**config.mk**
```make
export PLATFORM = sky130hd
export DESIGN_NAME = store_buffer_fwd_unit
export DESIGN_NICKNAME = d
export VERILOG_FILES = /design/src/rtl/stb_pkg.sv /design/src/rtl/stb_match_unit.sv /design/src/rtl/store_buffer_fwd_unit.sv
export SDC_FILE = /design/constraint.sdc
export NUM_CORES = 1
export LEC_CHECK = 0
export BUFFER_PORTS_ARGS = -buffer_cell sky130_fd_sc_hd__buf_2
export CORE_MARGIN = 5
export CORE_UTILIZATION = 60
export DETAILED_ROUTE_END_ITERATION = 6
export PLACE_DENSITY = 0.86
export SYNTH_ARGS = -nofsm -noshare
export SYNTH_HDL_FRONTEND = slang
export SYNTH_SLANG_ARGS = --single-unit
```
**constraint.sdc**
```tcl
create_clock -name CLK -period 9.2 [get_ports CLK]
set_clock_uncertainty 0.05 [all_clocks]
set_input_delay 2.3 -clock CLK [delete_from_list [all_inputs] [get_ports CLK]]
set_output_delay 2.3 -clock CLK [all_outputs]
set_load 0.01 [all_outputs]
```
**src/rtl/stb_pkg.sv**
```systemverilog
// Store buffer shared types.
//   stb_entry_t  : one buffered store {valid, word_addr, data, byte_en}
//   stb_state_e  : drain FSM encodings (IDLE, DRAIN)
//   be_mask()    : expand a byte-enable vector to a bit mask
// Entry widths are fixed by STB_AW/STB_DW; the top's AW/DW parameters
// default to these and must stay equal to them.
package stb_pkg;

    localparam int STB_AW       = 32;
    localparam int STB_DW       = 32;
    localparam int STB_BW       = STB_DW / 8;
    localparam int STB_WORD_LSB = 2;

    typedef enum logic {
        IDLE  = 1'b0,
        DRAIN = 1'b1
    } stb_state_e;

    typedef struct packed {
        logic                           valid;
        logic [STB_AW-1:STB_WORD_LSB]   word_addr;
        logic [STB_DW-1:0]              data;
        logic [STB_BW-1:0]              byte_en;
    } stb_entry_t;

    function automatic logic [STB_DW-1:0] be_mask(input logic [STB_BW-1:0] be);
        logic [STB_DW-1:0] m;
        m = '0;
        for (int i = 0; i < STB_BW; i++) m[i*8 +: 8] = {8{be[i]}};
        return m;
    endfunction

endpackage

```
**src/rtl/stb_match_unit.sv**
```systemverilog
// Load-vs-buffer compare for the store buffer.
//   ent     in  : buffer entries (FIFO order starts at head)
//   head    in  : index of the oldest entry
//   ld_word in  : load word address
//   ld_be   in  : load byte lanes needed
//   hit     out : youngest matching entry covers every needed lane
//   partial out : youngest matching entry misses at least one needed lane
//   data    out : youngest match data masked to ld_be (0 unless hit)
module stb_match_unit
    import stb_pkg::*;
#(
    parameter int DEPTH = 4,
    localparam int PW   = $clog2(DEPTH)
) (
    input  stb_entry_t                      ent [DEPTH],
    input  logic [PW-1:0]                   head,
    input  logic [STB_AW-1:STB_WORD_LSB]    ld_word,
    input  logic [STB_BW-1:0]               ld_be,
    output logic                            hit,
    output logic                            partial,
    output logic [STB_DW-1:0]               data
);

    logic          match;
    stb_entry_t    sel;
    logic [PW-1:0] idx;
    logic          covered;

    // Walk oldest to youngest so the last match seen is the youngest one.
    always_comb begin
        match = 1'b0;
        sel   = '0;
        idx   = '0;
        for (int k = 0; k < DEPTH; k++) begin
            idx = head + PW'(k);
            if (ent[idx].valid && ent[idx].word_addr == ld_word) begin
                match = 1'b1;
                sel   = ent[idx];
            end
        end
    end

    assign covered = (sel.byte_en & ld_be) == ld_be;
    assign hit     = match && covered;
    assign partial = match && !covered;
    assign data    = hit ? (sel.data & be_mask(ld_be)) : '0;

endmodule

```
**src/rtl/store_buffer_fwd_unit.sv**
```systemverilog
// MEM-stage store buffer with load forwarding.
// Stores enter a DEPTH-entry FIFO and drain to data memory while the port
// is free; loads to a buffered word are served from the youngest entry.
//   CLK, RESET(async, active low)
//   MEM_WRITE/MEM_READ/MEM_ADDR/MEM_WDATA/MEM_BYTE_EN : MEM-stage request
//   FWD_HIT/FWD_DATA : load served from buffer this cycle
//   STALL            : hold MEM stage
//   DM_WRITE/DM_ADDR/DM_WDATA/DM_BYTE_EN, DM_BUSYWAIT : data memory write port
// Build option: STB_COALESCE_EN merges a store into the youngest entry when
// it hits the same word and that entry is not the one being written out.
module store_buffer_fwd_unit
    import stb_pkg::*;
#(
    parameter int DEPTH = 4,
    parameter int AW    = STB_AW,
    parameter int DW    = STB_DW
) (
    input  logic            CLK,
    input  logic            RESET,
    input  logic            MEM_WRITE,
    input  logic            MEM_READ,
    input  logic [AW-1:0]   MEM_ADDR,
    input  logic [DW-1:0]   MEM_WDATA,
    input  logic [DW/8-1:0] MEM_BYTE_EN,
    output logic            FWD_HIT,
    output logic [DW-1:0]   FWD_DATA,
    output logic            STALL,
    output logic            DM_WRITE,
    output logic [AW-1:0]   DM_ADDR,
    output logic [DW-1:0]   DM_WDATA,
    output logic [DW/8-1:0] DM_BYTE_EN,
    input  logic            DM_BUSYWAIT
);

    localparam int PW = $clog2(DEPTH);
    localparam int CW = $clog2(DEPTH + 1);

    stb_entry_t    ent_q [DEPTH];
    stb_entry_t    ent_d [DEPTH];
    logic [PW-1:0] head_q, head_d, tail_q, tail_d;
    logic [CW-1:0] count_q, count_d;
    stb_state_e    state_q, state_d;

    logic          ld_hit, ld_partial;
    logic [DW-1:0] ld_data;
    logic          full, retire, enq, merge, port_req_ld;
    stb_entry_t    head_ent;
    logic          unused_byte_offset;

    // Byte offset plays no part in word compare or storage.
    assign unused_byte_offset = ^MEM_ADDR[STB_WORD_LSB-1:0];

    stb_match_unit #(.DEPTH(DEPTH)) u_match (
        .ent     (ent_q),
        .head    (head_q),
        .ld_word (MEM_ADDR[AW-1:STB_WORD_LSB]),
        .ld_be   (MEM_BYTE_EN),
        .hit     (ld_hit),
        .partial (ld_partial),
        .data    (ld_data)
    );

`ifdef STB_COALESCE_EN
    logic [PW-1:0] young;
    assign young = tail_q - PW'(1);
    // Never merge into the head while it is on the memory port.
    assign merge = MEM_WRITE && count_q != '0
                && ent_q[young].word_addr == MEM_ADDR[AW-1:STB_WORD_LSB]
                && !(state_q == DRAIN && young == head_q);
`else
    assign merge = 1'b0;
`endif

    assign full        = count_q == CW'(DEPTH);
    assign retire      = state_q == DRAIN && !DM_BUSYWAIT;
    // Full buffer still accepts a store on the edge that frees the head slot.
    assign enq         = MEM_WRITE && !merge && (!full || retire);
    // A load needs the port only on a clean miss; hits and partials do not,
    // so a partial-stalled load lets the drain make progress.
    assign port_req_ld = MEM_READ && !ld_hit && !ld_partial;

    assign FWD_HIT  = MEM_READ && ld_hit;
    assign FWD_DATA = FWD_HIT ? ld_data : '0;
    assign STALL    = (MEM_WRITE && !merge && full && !retire)
                   || (MEM_READ && (ld_partial || (!ld_hit && state_q == DRAIN)));

    assign head_ent   = ent_q[head_q];
    assign DM_WRITE   = state_q == DRAIN;
    assign DM_ADDR    = DM_WRITE ? {head_ent.word_addr, {STB_WORD_LSB{1'b0}}} : '0;
    assign DM_WDATA   = DM_WRITE ? head_ent.data : '0;
    assign DM_BYTE_EN = DM_WRITE ? head_ent.byte_en : '0;

    always_comb begin
        ent_d   = ent_q;
        head_d  = head_q;
        tail_d  = tail_q;
        state_d = state_q;

        case (state_q)
            IDLE:    if (count_q != '0 && !port_req_ld) state_d = DRAIN;
            DRAIN:   if (!DM_BUSYWAIT) state_d = IDLE;
            default: state_d = IDLE;
        endcase

        // Retire before enqueue: when full, both touch the same slot.
        if (retire) begin
            ent_d[head_q].valid = 1'b0;
            head_d = head_q + PW'(1);
        end
`ifdef STB_COALESCE_EN
        if (merge) begin
            ent_d[young].data    = (ent_q[young].data & ~be_mask(MEM_BYTE_EN))
                                 | (MEM_WDATA & be_mask(MEM_BYTE_EN));
            ent_d[young].byte_en = ent_q[young].byte_en | MEM_BYTE_EN;
        end
`endif
        if (enq) begin
            ent_d[tail_q].valid     = 1'b1;
            ent_d[tail_q].word_addr = MEM_ADDR[AW-1:STB_WORD_LSB];
            ent_d[tail_q].data      = MEM_WDATA;
            ent_d[tail_q].byte_en   = MEM_BYTE_EN;
            tail_d = tail_q + PW'(1);
        end

        count_d = count_q + CW'(enq) - CW'(retire);
    end

    always_ff @(posedge CLK or negedge RESET) begin
        if (!RESET) begin
            for (int i = 0; i < DEPTH; i++) ent_q[i] <= '0;
            head_q  <= '0;
            tail_q  <= '0;
            count_q <= '0;
            state_q <= IDLE;
        end else begin
            ent_q   <= ent_d;
            head_q  <= head_d;
            tail_q  <= tail_d;
            count_q <= count_d;
            state_q <= state_d;
        end
    end

endmodule

```
==> results.sh <==
export IMPL_ir_drop_v=0.000288
export IMPL_stdcell_count=2373
export IMPL_drt_initial_drc_count=2015
export IMPL_cts_resized=0
export IMPL_postCtsSetupRepairBufs=0
export IMPL_fmax_mhz=115
export IMPL_vias_per_cell=7.29
export IMPL_cts_tree="yes"
export IMPL_synth_edf_count=0
export IMPL_clockBufferDepth=3
export IMPL_cellLeakagePower_nw=9.67
export IMPL_drtPass1Iterations=5
export IMPL_ios=176
export IMPL_r2r_end="DM_WRITE"
export IMPL_yosys_most_used_dff="dfrtp_1"
export IMPL_cts_hold_fix_buffers=0
export IMPL_cp_data_arrival_time_ns=6.31
export IMPL_setup_viol=0
export IMPL_drc=0
export IMPL_ys_warn_count=0
export IMPL_slew_headroom_pct=19.3
export IMPL_final_area_mm2=0.0234
export IMPL_grt_pass1_wl_mm=99.7
export IMPL_rsz0062_at_grt="false"
export IMPL_clockRootBuffer="clkbuf_16"
export IMPL_grt_max_degree=169
export IMPL_final_util_pct=66.4
export IMPL_finalPower_mw=10.2
export IMPL_antenna_found_initial=7
export IMPL_crit_path_max_fanout=14
export IMPL_dp_cells=2311
export IMPL_synth_avg_cell_area_um2=11.7
export IMPL_required_ns=6.85
export IMPL_drt_wl_total_mm=63.6
export IMPL_hold_path_end="ent_q[2]"
export IMPL_fp_dieArea_mm2=0.0394
export IMPL_wl_per_cell_um=26.8
export IMPL_dr_total_vias=17300
export IMPL_hpwlAfterDp_mm=40.9
export IMPL_clkTransAtPathRegs_ns=0.06
export IMPL_die_y_um=199
export IMPL_hold_class="flip-flop to flip-flop"
export IMPL_grt_overflow=0
export IMPL_htree_num_levels=2
export IMPL_crit_chain="buf_2 > inv_1 > a222oi_1 > a31oi_1 > a2111oi_0 > buf_4 > nor4b_2 > nand2_1 > mux2i_1 > o32a_1 > o2111ai_4 > buf_4 > nor4_2 > buf_2"
export IMPL_seq_area_frac_synth_pct=32.4
export IMPL_synthesis_area_mm2=0.0213
export IMPL_tightest_slew_ns=1.21
export IMPL_dieWidth_um=199
export IMPL_r2r_slack_ns=4.52
export IMPL_syn_inst=1823
export IMPL_dpl_cell_area_mm2=0.0223
export IMPL_async_flop_share_pct=100
export IMPL_crit_path_end_kind="output pin"
export IMPL_place_congestion=0.957
export IMPL_worstHoldStart="ent_q[2]"
export IMPL_hold_viol_final=0
export IMPL_clkLatencyLatePin_ns=0.55
export IMPL_critPathKind="primary input to output pin"
export IMPL_reg2reg_depth=13
export IMPL_ant_nets=0
export IMPL_slew_viol_final=0
export IMPL_critPathMaxStageDelay_ns=0.57
export IMPL_post_route_period_util_pct=94.2
export IMPL_status="finished clean"
export IMPL_cp_start_kind="primary input"
export IMPL_nets=1970
export IMPL_place_worst_setup_slack_ns=0.728
export IMPL_hold_path_depth=2
export IMPL_ys_types=68
export IMPL_core_rowCount=69
export IMPL_io_buffers=171
export IMPL_slowest_stage="a2111oi_0"
export IMPL_grt_pass1_vias=17400
export IMPL_start_util_pct=60.4
export IMPL_whs_ns=0.500
export IMPL_cts_made_buffers=34
export IMPL_fin_ws_ns=0.535
export IMPL_startpoint="MEM_ADDR[21]"
export IMPL_fin_crit_ns=8.66
export IMPL_grt_usage_pct=31.9
export IMPL_worstReg2RegStart="head_q[0]"
export IMPL_maxCapViolCount=0
export IMPL_core_area_mm2=0.0353
export IMPL_drive_gt1_share_pct=37.7
export IMPL_ys_seq_elements=276
export IMPL_area_delta_synth_final_pct=9.85
export IMPL_finalSetupTns_ns=0
export IMPL_clock_sinks=276
export IMPL_n_fill_cell=2461
export IMPL_powerDensity_mw_per_mm2=437
==> routing by layer <==
layer	track usage, %	routed length, um	part of all wire (%)
met1	42.8	23000	36
met2	50.1	30200	47
met3	7.67	7150	11
met4	14.2	3180	5.0
met5	0	54	0.085
==> cell usage after synthesis (10+ instances only) <==
cell type / number / share of area, %
nand2_1: 130 / 2.3
nor2_1: 51 / 0.90
mux4_2: 212 / 22
xor2_1: 24 / 0.99
o22ai_1: 10 / 0.29
dfrtp_1: 276 / 32
ha_1: 10 / 0.59
and2_1: 61 / 1.8
buf_4: 16 / 0.56
mux2i_1: 141 / 6.6
inv_1: 27 / 0.48
nand3_1: 42 / 0.99
a21oi_1: 17 / 0.40
buf_2: 34 / 0.80
nor4_1: 11 / 0.32
nand4_1: 45 / 1.3
xnor2_1: 77 / 3.2
a31oi_1: 37 / 1.1
mux2_2: 202 / 11
buf_1: 33 / 0.58
o21ai_0: 94 / 2.2
nor4_2: 30 / 1.8
and3_1: 18 / 0.53
buf_6: 10 / 0.53
clkbuf_1: 87 / 1.5
==> power by group <==
part	total, mW	internal (mW)	switching [mW]
clock	1.34	0.794	0.547
sequential	2.62	1.83	0.793
combinational	6.28	3.25	3.03
==> flip-flops by register name, summed over array words and instances, names as in the netlist <==
name      cells
head_q        2
ent_q       268
DM_WRITE      1
count_q       3
tail_q        2
==> area by class of cell <==
type | instances | area, um2 | area share (%)
multi-input combinational | 1335 | 13500 | 57.7
clock inverter | 8 | 91.3 | 0.390
antenna | 3 | 7.51 | 0.0320
clock buffer | 51 | 1020 | 4.33
tap | 461 | 577 | 2.46
inverter | 33 | 124 | 0.529
sequential | 276 | 6920 | 29.5
timing repair buffer | 206 | 1180 | 5.03
==> worst max-delay path by stage <==
| stage | to | slack, ns | cells past startpoint |
|---|---|---|---|
| 2_1_floorplan | FWD_DATA[10] | 1.01 | 24 |
| 3_3_place_gp | FWD_DATA[21] | 0.78 | 14 |
| 3_5_place_dp | FWD_DATA[21] | 0.73 | 14 |
| 4_1_cts | FWD_DATA[21] | 0.67 | 14 |
| 5_1_grt | FWD_DATA[21] | 0.38 | 14 |
| 6_report | FWD_DATA[25] | 0.54 | 14 |
==> placed cells by master, fill, tap and decap left out, drive strengths merged, types with 18 or more instances in the layout <==
cell type / count
and2: 61
xor2: 24
nand3: 42
and3: 18
nand4: 45
nand2: 130
nor4: 42
buf: 206
inv: 29
mux2i: 141
nor2: 51
mux4: 212
clkbuf: 51
dfrtp: 276
mux2: 202
o21ai: 95
a31oi: 37
xnor2: 77
==> kinds of logic after synthesis <==
kind of cell | share of synthesized area [%]
AO/OA/AOI/OAI | 7.51
XOR/XNOR | 4.15
adder cells (fa/ha/maj) | 0.680
buffers and inverters | 4.58
flip-flops | 32.4
multiplexers | 39.7
other | 0.0176
AND/OR/NAND/NOR | 11.0
==> worst max-delay path, delay by kind of cell <==
| family | cells | cell delay, ns |
|---|---|---|
| buffers and inverters | 5 | 1.16 |
| AND/OR/NAND/NOR | 3 | 1.11 |
| AO/OA/AOI/OAI | 5 | 1.48 |
| multiplexers | 1 | 0.25 |
Note: power is estimated with default switching activity, not from simulation.
